## config.mk

```make
export PLATFORM = sky130hd
export DESIGN_NAME = seg_scan_ctrl
export DESIGN_NICKNAME = d
export VERILOG_FILES = /design/src/rtl/seg_scan_ctrl.sv
export SDC_FILE = /design/constraint.sdc
export NUM_CORES = 1
export LEC_CHECK = 0
export ABC_AREA = 1
export ABC_CLOCK_PERIOD_IN_PS = 2700
export BUFFER_PORTS_ARGS = -buffer_cell sky130_fd_sc_hd__buf_2
export CORE_MARGIN = 2
export CORE_UTILIZATION = 40
export DETAILED_ROUTE_END_ITERATION = 7
export HOLD_SLACK_MARGIN = 0.1
export PLACE_DENSITY = 0.65
export SYNTH_ARGS = -nofsm -noshare
export SYNTH_HDL_FRONTEND = slang
export SYNTH_SLANG_ARGS = --single-unit
```

## constraint.sdc

```tcl
create_clock -name clk_i -period 2.7 [get_ports clk_i]
set_clock_uncertainty 0.15 [all_clocks]
set_input_delay 0.27 -clock clk_i [delete_from_list [all_inputs] [get_ports clk_i]]
set_output_delay 0.27 -clock clk_i [all_outputs]
set_load 0.1 [all_outputs]
```

## src/rtl/seg_scan_ctrl.sv

```systemverilog
// Time-multiplexed 4-digit 7-segment scan controller with per-slot dead time and frame-wide input snapshots.
// Optional blink support is built when SEG_SCAN_BLINK_EN is defined; otherwise blink_mask_i is ignored.
module seg_scan_ctrl #(
  parameter int SCAN_DIV     = 125000,
  parameter int DEAD         = 1250,
  parameter int BLINK_FRAMES = 125
) (
  input  logic        clk_i,
  input  logic        rst_i,
  input  logic [15:0] digits_i,
  input  logic [3:0]  blank_mask_i,
  input  logic [3:0]  blink_mask_i,
  output logic [3:0]  en_o,
  output logic [6:0]  m_disp_o,
  output logic        frame_tick_o
);

  localparam int CW = $clog2(SCAN_DIV);
  localparam logic [CW-1:0] CNT_MAX = CW'(SCAN_DIV - 1);
  localparam logic [CW-1:0] DEAD_C  = CW'(DEAD);

  logic [CW-1:0] cnt_q, cnt_d;
  logic [1:0]    idx_q, idx_d;
  logic [15:0]   s_dig_q, s_dig_d;
  logic [3:0]    s_blank_q, s_blank_d;
  logic          frame_end, snap, dark_d;
  logic [3:0]    en_d;
  logic [6:0]    m_disp_d;
  logic          tick_d;

  function automatic logic [6:0] hex7(input logic [3:0] v);
    case (v)
      4'h0: hex7 = 7'h3F;  4'h1: hex7 = 7'h06;  4'h2: hex7 = 7'h5B;  4'h3: hex7 = 7'h4F;
      4'h4: hex7 = 7'h66;  4'h5: hex7 = 7'h6D;  4'h6: hex7 = 7'h7D;  4'h7: hex7 = 7'h07;
      4'h8: hex7 = 7'h7F;  4'h9: hex7 = 7'h6F;  4'hA: hex7 = 7'h77;  4'hB: hex7 = 7'h7C;
      4'hC: hex7 = 7'h39;  4'hD: hex7 = 7'h5E;  4'hE: hex7 = 7'h79;  default: hex7 = 7'h71;
    endcase
  endfunction

  always_comb begin
    frame_end = (idx_q == 2'd3) && (cnt_q == CNT_MAX);
    snap      = (idx_q == 2'd0) && (cnt_q == '0);
    cnt_d     = (cnt_q == CNT_MAX) ? '0 : cnt_q + 1'b1;
    idx_d     = (cnt_q == CNT_MAX) ? idx_q + 2'd1 : idx_q;
    s_dig_d   = snap ? digits_i : s_dig_q;
    s_blank_d = snap ? blank_mask_i : s_blank_q;
  end

`ifdef SEG_SCAN_BLINK_EN
  localparam int FW = (BLINK_FRAMES > 1) ? $clog2(BLINK_FRAMES) : 1;
  localparam logic [FW-1:0] FCNT_MAX = FW'(BLINK_FRAMES - 1);

  logic [FW-1:0] fcnt_q, fcnt_d;
  logic          ph_q, ph_d;
  logic [3:0]    s_blink_q, s_blink_d;

  always_comb begin
    fcnt_d = fcnt_q;
    ph_d   = ph_q;
    if (frame_end) begin
      if (fcnt_q == FCNT_MAX) begin
        fcnt_d = '0;
        ph_d   = ~ph_q;
      end else begin
        fcnt_d = fcnt_q + 1'b1;
      end
    end
    s_blink_d = snap ? blink_mask_i : s_blink_q;
    dark_d    = s_blank_d[idx_d] | (s_blink_d[idx_d] & ph_d);
  end

  always_ff @(posedge clk_i) begin
    if (rst_i) begin
      fcnt_q    <= '0;
      ph_q      <= 1'b0;
      s_blink_q <= '0;
    end else begin
      fcnt_q    <= fcnt_d;
      ph_q      <= ph_d;
      s_blink_q <= s_blink_d;
    end
  end
`else
  logic unused_blink;
  assign unused_blink = ^blink_mask_i;

  always_comb dark_d = s_blank_d[idx_d];
`endif

  // Outputs are decoded from next state so the registered value matches the current state.
  always_comb begin
    en_d     = '0;
    m_disp_d = '0;
    if ((cnt_d >= DEAD_C) && !dark_d) begin
      en_d     = 4'b0001 << idx_d;
      m_disp_d = hex7(s_dig_d[{idx_d, 2'b00} +: 4]);
    end
    tick_d = (idx_d == 2'd3) && (cnt_d == CNT_MAX);
  end

  always_ff @(posedge clk_i) begin
    if (rst_i) begin
      cnt_q        <= '0;
      idx_q        <= '0;
      s_dig_q      <= '0;
      s_blank_q    <= '0;
      en_o         <= '0;
      m_disp_o     <= '0;
      frame_tick_o <= 1'b0;
    end else begin
      cnt_q        <= cnt_d;
      idx_q        <= idx_d;
      s_dig_q      <= s_dig_d;
      s_blank_q    <= s_blank_d;
      en_o         <= en_d;
      m_disp_o     <= m_disp_d;
      frame_tick_o <= tick_d;
    end
  end

endmodule

```

# After elaboration in Yosys (flattened, before gate mapping)
# Memories as Yosys holds them, arrays and structs flattened. A register that Yosys moved wholly into a read port is not among the register bits.
# Index checks and enable logic that the tools add are counted.
[op_classes]
n_bitwise = 1
n_lt_le_gt_ge = 2
addsub = 2
muxes = 6
eq_ne = 3
shift = 2
reduce_logical = 7
[ops]
columns = ["operator", "n"]
rows = [
  ["== test 17 bit (second input constant)", 2],
  ["adder 17 x 1 -> 17 bit (second input constant)", 1],
  ["greater-or-equal comparator 17 x 11 -> 1 bit (second input constant)", 1],
  ["zero test 17 bit", 1],
  ["2-to-1 mux 17 bit", 1],
  ["2-to-1 mux 16 bit", 1],
  ["indexed part select 16 x 5 -> 4 bit", 1],
  ["2-to-1 mux 4 bit", 1],
  ["<< shifter 1 x 2 -> 4 bit (first input constant)", 1],
  ["logical AND 1 bit", 3],
  ["< comparator 2 x 3 -> 1 bit (second input constant)", 1],
  ["adder 2 x 1 -> 2 bit (second input constant)", 1],
  ["binary-select mux 1 bit (select 2 bit)", 1],
  ["== test 2 bit (second input constant)", 1],
  ["zero test 2 bit", 1],
  ["2-to-1 mux 2 bit", 1],
  ["OR reduction 2 bit", 1],
  ["zero test 1 bit", 1],
  ["2-to-1 mux 1 bit", 1],
  ["inverter 1 bit", 1],
]
[totals]
register_bits = 44
in_bits = 26
memories = 1
mem_bits_ro = 112
out_inout_bits = 12
[mem_list]
columns = ["memory", "depth", "word_bits", "rd", "rd_ports_with_merged_regs", "write_ports", "line_no", "source"]
rows = [
  ["(name not given)", 16, 7, 1, 1, 0, "32", "case (v)"],
]

# Logic depth before layout (Yosys ltp)
# Gate-level depths: netlist (run 1).
[logic_depth]
ltp_word = 9
ltp_mapped = 18
ltp_nobuf = 17

# Least setup slack after synthesis (run 1)
# Ideal clock, no wire load.
[synth_timing]
kind = "flip-flop to flip-flop"
from = "register cnt_q[0]"
to = "register m_disp_o[6]"
arrival_ns = 2.214
path_buffers = 1
stages_incl_launch_ff = 19
required_time_ns = 2.486
setup_slack_ns = 0.272
path_cell_list = "dfxtp_1 ha_1 nand2_2 inv_2 nand2_1 nor2_1 nand2_1 nand2_1 nand2_1 buf_4 nand3_1 nand3_1 nand2_1 inv_1 ha_1 nand3b_1 nand3_1 nand2_1 nor2_1"
[synth_via]
elab_chain_cells = 9
elab_cells_between_ends = 16
[synth_rtl]
columns = ["element", "line_no", "source"]
rows = [
  ["from (decl)", "22", "logic [CW-1:0] cnt_q, cnt_d;"],
  ["from (signal assigned)", "111", "cnt_q <= cnt_d;"],
  ["parallel branches: the longest is 9 deep, another holds adder 17 x 1 -> 17 bit", "-", ""],
  ["to (decl)", "14", "output logic [6:0] m_disp_o,"],
]
# Several ways; the timed one is not identified. The select of a mux whose other input is x is not followed.
# A chain may end at the register's enable or synchronous reset.

# Final worst setup path (run 1)
[layout_timing]
from = "register cnt_q[0]"
to = "register m_disp_o[1]"
# The elaborated chain is that of the path after synthesis.

==> impl_metrics.py, run 1 <==
metrics = {
    "worst_setup_path": {
        "worst_ep_required_time_ps": 2780,
        "arrival_ps": 2510,
        "cp-start-kind": "flop",
        "worstPathMaxFanout": 6,
        "criticalPathCategory": "reg2reg",
        "crit_path_end_kind": "flop",
    },
    "die": {
        "dieHeight_um": 93.1,
        "floorplan.die_area_um2": 8670,
        "coreArea_um2": 7730,
        "die_x_um": 93.1,
        "start_util": 0.411,
        "ios": 38,
        "num_rows": 32,
    },
    "grt": {
        "overflow": 0,
        "grt_pass1_vias": 2765,
        "grt_pass1_wl_um": 12800,
        "grt_use_total": 0.186,
        "grt_max_degree": 37,
        "antenna_found_initial": 0,
    },
    "synth": {
        "synth.most_common_cell": "nand2_1",
        "ys_dominant_reg_cell": "dfxtp_1",
        "ys_seq_area_frac": 0.321,
        "synthesis.area_um2": 3180,
        "syn_area_per_cell_um2": 6.76,
        "synthTopCellsByCount": "nand2_1, nor2_1, inv_1, nand3_1, dfxtp_1",
        "yosysWarningCount": 0,
        "synth_edf_count": 0,
        "syn_inst": 470,
        "synthTopCellsByArea": "dfxtp_1, nand2_1, nand3_1",
        "synth_top_area_share": 0.321,
        "ys_types": 36,
        "syn-num-nets": 506,
        "synth_seq_cells": 51,
        "synth_area_leader_cell": "dfxtp_1",
        "synth-async-reset-ratio": 0,
    },
    "finish": {
        "final_core_util": 0.486,
        "num-fill-cells": 801,
        "area_growth_syn_to_layout_pct": 18.1,
        "diodes": 0,
        "nets": 562,
        "drive_above_1_share": 0.231,
    },
    "drt": {
        "drtPass1Iterations": 4,
        "remaining_drc_errors": 0,
        "vias": 2998,
        "vias_per_cell": 4.77,
        "final_antenna_net_count": 0,
        "dr.first_iter.drc_count": 199,
        "wl_per_cell_um": 11.9,
        "drt-total-wl_um": 7500,
    },
    "sta": {
        "fmax_ghz": 0.411,
        "drv_slew": 0,
        "min_period_ps": 2440,
        "max_slew_margin": 0.536,
        "hold_slack_ps": 157,
        "fin_crit_sh": 0.902,
        "setup_viol": 0,
        "hold_viol": 0,
        "tightest_slew_ps": 696,
    },
    "power_and_ir_drop": {
        "peakVddDrop_v": 0.000255,
        "p_leak_nw": 1.80,
        "p_per_area_nw_per_um2": 454,
    },
    "cts": {
        "cts_sinks": 51,
        "ctsRootBufferMaster": "clkbuf_8",
        "htree_levels": 2,
        "insertion_delay_ps": 320,
        "cts_buffer_depth": 2,
        "cts_tree": "done",
        "clk_pin_slew_ps": 110,
        "numCtsBuffers": 5,
    },
    "worst_hold_path": {
        "min_path_type": "in2reg",
    },
    "outcome": {
        "status": "finished clean",
    },
    "placed_design": {
        "portBuffers": 33,
        "place_congestion": 0.922,
        "hpwlAfterDp_um": 5760,
    },
    "job": {
        "cap_violations": 0,
    },
}
## logic make-up (layout without fill, tap and decap cells)
family,count (synthesis),after routing,share of synthesized area
and+or+nand+nor,304,304,0.466
DFF,51,51,0.321
buffers and inverters,75,132,0.100
xor gates and xnor gates,5,5,0.0138
AOI/OAI and AO/OA,25,25,0.0591
adders and majority gates,10,10,0.0394
## flip-flops by register name, indices dropped and copies added, names as in the netlist
signal and count:
cnt_q 17, idx_q 2, m_disp_o 7, s_blank_q 4
en_o 4, s_dig_q 16, frame_tick_o 1
## path summary, 6_finish.rpt
kind          startpoint          end  slack [ps]  cells after the start
max             cnt_q[0]  m_disp_o[1]         260                     14
min          digits_i[1]   s_dig_q[1]         160                      5
max reg2reg     cnt_q[0]  m_disp_o[1]         260                     14
min reg2reg     cnt_q[0]     cnt_q[0]         290                      1
## power breakdown
part | switching (W) | leakage [nW] | internal, W
clock | 0.000293 | 0.0491 | 0.000191
sequential | 0.0000124 | 0.417 | 0.000792
combinational | 0.000256 | 1.34 | 0.000158
total | 0.000561 | 1.80 | 0.00114
## stage by stage
stage               setup WS [ps]  std cells  total power (W)  setup TNS [ps]  instance area, µm²
floorplan                     272        470          0.00113               0                3180
global placement              143        606          0.00120               0                3480
detailed placement           91.2        606          0.00121               0                3480
CTS                          71.2        624          0.00171               0                3680
global route                -2.89        629          0.00182           -2.89                3750
finish                        264        629          0.00170               0                3750
## worst max-delay path: stages (launching register included)
cell and delay (ps):
dfxtp_2 360, ha_2 200, nand2_2 80, inv_2 90
nand2_2 70, nor2_4 140, nand2_4 100, o21ai_4 230
nand3_1 130, nand2_2 140, inv_1 90, ha_1 200
nand3b_1 190, nand3_1 120, a21oi_2 50
## cell type report
class | instances | area (µm²) | share of cell area
Timing Repair Buffer | 59 | 385 | 0.103
Sequential cell | 51 | 1020 | 0.273
Tap cell | 102 | 128 | 0.0340
Clock inverter | 3 | 26.3 | 0.00700
Inverter | 65 | 249 | 0.0664
Clock buffer | 5 | 68.8 | 0.0183
Multi-Input combinational cell | 344 | 1870 | 0.498
## placed cells by master, fill, tap and decap left out
cell type      instances
buf_2                 33
o21ai_2                5
o211ai_1               1
and2_1                 1
inv_2                  3
a21oi_2                5
buf_4                 16
nand4_1               11
o21ai_0                6
clkinv_4               1
dlygate4sd3_1         10
o21ai_4                1
nor3_1                 4
or3_1                  1
nor4_2                 1
or2_4                  1
nand2_4                6
nand2_2               15
a21oi_4                1
nand3_2                2
nor2_4                 4
nor2_8                 2
nor2_1                76
clkbuf_8               5
nand3_1               59
xor2_1                 3
xnor2_1                2
nand3_4                4
nor2_2                10
dfxtp_1               48
ha_1                   9
inv_6                  3
nand2_1              105
inv_1                 61
o21ai_1                6
nand3b_1               2
dfxtp_2                3
ha_2                   1
## layer usage
metal | global-route usage | part of all wire | vias to the layer above | wire length, µm
met4 | 0.0515 | 0.0093 | 0 | 70
met5 | 0 | 0 | - | 0
met1 | 0.253 | 0.50 | 1331 | 3730
li1 | - | - | 1586 | -
met3 | 0.0290 | 0.044 | 7 | 329
met2 | 0.307 | 0.45 | 74 | 3370
## what timing repair did
| item | 4_1_cts | 5_1_grt |
|---|---|---|
| gates resized for setup | 0 | 12 |
| endpoints found under the setup margin | 0 | 8 |
| buffers inserted | 0 | 5 |
| endpoints found under the hold margin | 10 | 0 |
| hold buffers | 10 | 0 |
Power figures use the tool's default switching activity.
==> inputs of run 2 (changes only) <==
--- a/config.mk
+++ b/config.mk
@@ -5,14 +5,14 @@
 export SDC_FILE = /design/constraint.sdc
 export NUM_CORES = 1
 export LEC_CHECK = 0
-export ABC_AREA = 1
 export ABC_CLOCK_PERIOD_IN_PS = 2700
 export BUFFER_PORTS_ARGS = -buffer_cell sky130_fd_sc_hd__buf_2
 export CORE_MARGIN = 2
 export CORE_UTILIZATION = 40
 export DETAILED_ROUTE_END_ITERATION = 7
 export HOLD_SLACK_MARGIN = 0.1
-export PLACE_DENSITY = 0.65
+export MAX_ROUTING_LAYER = met4
+export PLACE_DENSITY = 0.66
 export SYNTH_ARGS = -nofsm -noshare
 export SYNTH_HDL_FRONTEND = slang
 export SYNTH_SLANG_ARGS = --single-unit
==> impl_metrics.py, run 2 <==
metrics = {
    "finish": {
        "area_growth_syn_to_layout_pct": 41.5,
        "regMostFlops": "cnt_q",
        "final_common_cell": "buf_4",
        "final_area_um2": 3740,
        "layout_common_cells": "buf_4, dfxtp_1, nor2_1",
        "drive_above_1_share": 0.374,
        "stdcell_count": 486,
        "diodes": 0,
        "final_core_util": 0.586,
        "reg_top3": "cnt_q x17, s_dig_q x16, m_disp_o x7",
        "largest_register_ffs": 17,
        "nets": 444,
    },
    "drt": {
        "drt-total-wl_um": 7000,
        "vias_per_cell": 5.31,
        "final_antenna_net_count": 0,
        "vias": 2583,
        "remaining_drc_errors": 0,
        "drtPass1Iterations": 4,
        "wl_per_cell_um": 14.4,
        "dr.first_iter.drc_count": 163,
    },
    "sta": {
        "setup_tns_ps": -4290,
        "hold_viol": 0,
        "drv_slew": 0,
        "min_period_ps": 3280,
        "rsz0062_at_grt": "true",
        "worst_slack_ps": -582,
        "fin_crit_sh": 1.22,
        "tightest_slew_ps": 543,
        "max_slew_margin": 0.638,
        "fmax_ghz": 0.305,
        "hold_slack_ps": 113,
        "setup_viol": 11,
    },
    "synth": {
        "synth.most_common_cell": "dfxtp_1",
        "synth_edf_count": 0,
        "syn_inst": 302,
        "synth_area_leader_cell": "dfxtp_1",
        "ys_seq_area_frac": 0.386,
        "synth_top_area_share": 0.386,
        "ys_dominant_reg_cell": "dfxtp_1",
        "synthTopCellsByCount": "dfxtp_1, nor2_1, mux2i_1",
        "synth_seq_cells": 51,
        "ys_types": 46,
        "yosysWarningCount": 0,
        "synthTopCellsByArea": "dfxtp_1, mux2i_1, nor2_1",
        "synth-async-reset-ratio": 0,
        "syn_area_per_cell_um2": 8.75,
        "syn-num-nets": 338,
        "synthesis.area_um2": 2640,
    },
    "grt": {
        "grt_pass1_wl_um": 11900,
        "overflow": 0,
        "grt_pass1_vias": 2598,
        "grt_max_degree": 30,
        "grt_use_total": 0.209,
        "antenna_found_initial": 0,
    },
    "die": {
        "coreArea_um2": 6390,
        "die_x_um": 85.3,
        "dieHeight_um": 85.3,
        "ios": 38,
        "start_util": 0.414,
        "floorplan.die_area_um2": 7280,
        "num_rows": 29,
    },
    "job": {
        "cap_violations": 0,
    },
    "cts": {
        "cts_sinks": 51,
        "clk_pin_slew_ps": 90,
        "numCtsBuffers": 5,
        "cts_buffer_depth": 2,
        "htree_levels": 2,
        "insertion_delay_ps": 300,
        "ctsRootBufferMaster": "clkbuf_8",
        "cts_tree": "done",
    },
    "placed_design": {
        "dp_cells": 469,
        "portBuffers": 33,
        "hpwlAfterDp_um": 5090,
        "placed_area_um2": 3450,
        "place_congestion": 0.912,
    },
    "power_and_ir_drop": {
        "p_per_area_nw_per_um2": 497,
        "peakVddDrop_v": 0.000300,
        "p_leak_nw": 1.61,
    },
    "worst_setup_path": {
        "slowest_delay_ps": 550,
        "worst_ep_required_time_ps": 2720,
        "arrival_ps": 3310,
        "path_buf_inv": 2,
        "crit_path_end_kind": "flop",
        "worstPathMaxFanout": 4,
        "cp-start-kind": "flop",
        "critPathSlowestCell": "or4_4",
        "crit_path_cell_trace": "or4_4 > nor4_4 > mux2i_1 > buf_4 > mux4_2 > mux2i_4 > inv_2 > ha_2 > or2_4 > a21oi_2 > a211oi_1",
        "cpLargestDelayFamily": "simple AND/OR/NAND/NOR gates",
        "criticalPathCategory": "reg2reg",
    },
    "worst_hold_path": {
        "min_path_type": "in2reg",
    },
    "outcome": {
        "violations": "setup timing",
        "status": "complete, but fails checks",
    },
}
## run 2: path summary, 6_finish.rpt
path	from	to	slack [ps]	cells past startpoint
min reg2reg	cnt_q[0]	cnt_q[0]	330	1
max	cnt_q[9]	m_disp_o[1]	-580	11
max reg2reg	cnt_q[9]	m_disp_o[1]	-580	11
min	digits_i[14]	s_dig_q[14]	110	3
## run 2: cell families after synthesis
group                      after synthesis  synth area share
AOI/OAI and AO/OA                       33            0.0781
DFF                                     51             0.386
muxes                                   24             0.107
buffers and inverters                   30            0.0459
and+or+nand+nor                        135             0.273
xor gates and xnor gates                19            0.0629
adders and majority gates               10            0.0473
## run 2: repair_timing
item | CTS | global route
cloned | 1 | 0
hold buffers | 4 | 0
setup endpoints to repair | 11 | 12
gates resized for setup | 4 | 11
pin swaps | 5 | 1
hold endpoints to repair | 4 | 0
buffers inserted | 2 | 2
## run 2: per-layer routing
layer	global-route usage	routed length, µm	up-vias	share of wire
li1	-	-	1279	-
met1	0.262	3110	1231	0.44
met2	0.349	3490	63	0.50
met3	0.0272	314	10	0.045
met4	0.0678	85	0	0.012
met5	-	0	-	0
## run 2: cell type report
class                      instances  area (µm²)
fill                             561        2650
multi-input combinational        222        1630
sequential                        51        1020
timing repair buffer             116         806
tap                               77        96.3
clock buffer                       5        68.8
clock inverter                     3        67.6
inverter                          12        45.0
## run 2: per-stage QoR
step                worst slack [ps]  total power, W
global route                    -702         0.00195
detailed placement              -599         0.00121
CTS                             -603         0.00185
global placement                -519         0.00120
floorplan                       -830         0.00104
finish                          -582         0.00186
## run 2: power by group
group,switching (W),internal [W],leakage (nW)
clock network,0.000257,0.000369,0.0644
registers,0.0000129,0.000784,0.416
logic,0.000199,0.000237,1.13
total,0.000469,0.00139,1.61
## run 2: worst register-to-register path: stages (launching register included)
cell,delay [ps]
dfxtp_2,330
or4_4,550
nor4_4,330
mux2i_1,220
buf_4,160
mux4_2,530
mux2i_4,230
inv_2,100
ha_2,180
or2_4,230
a21oi_2,120
a211oi_1,50
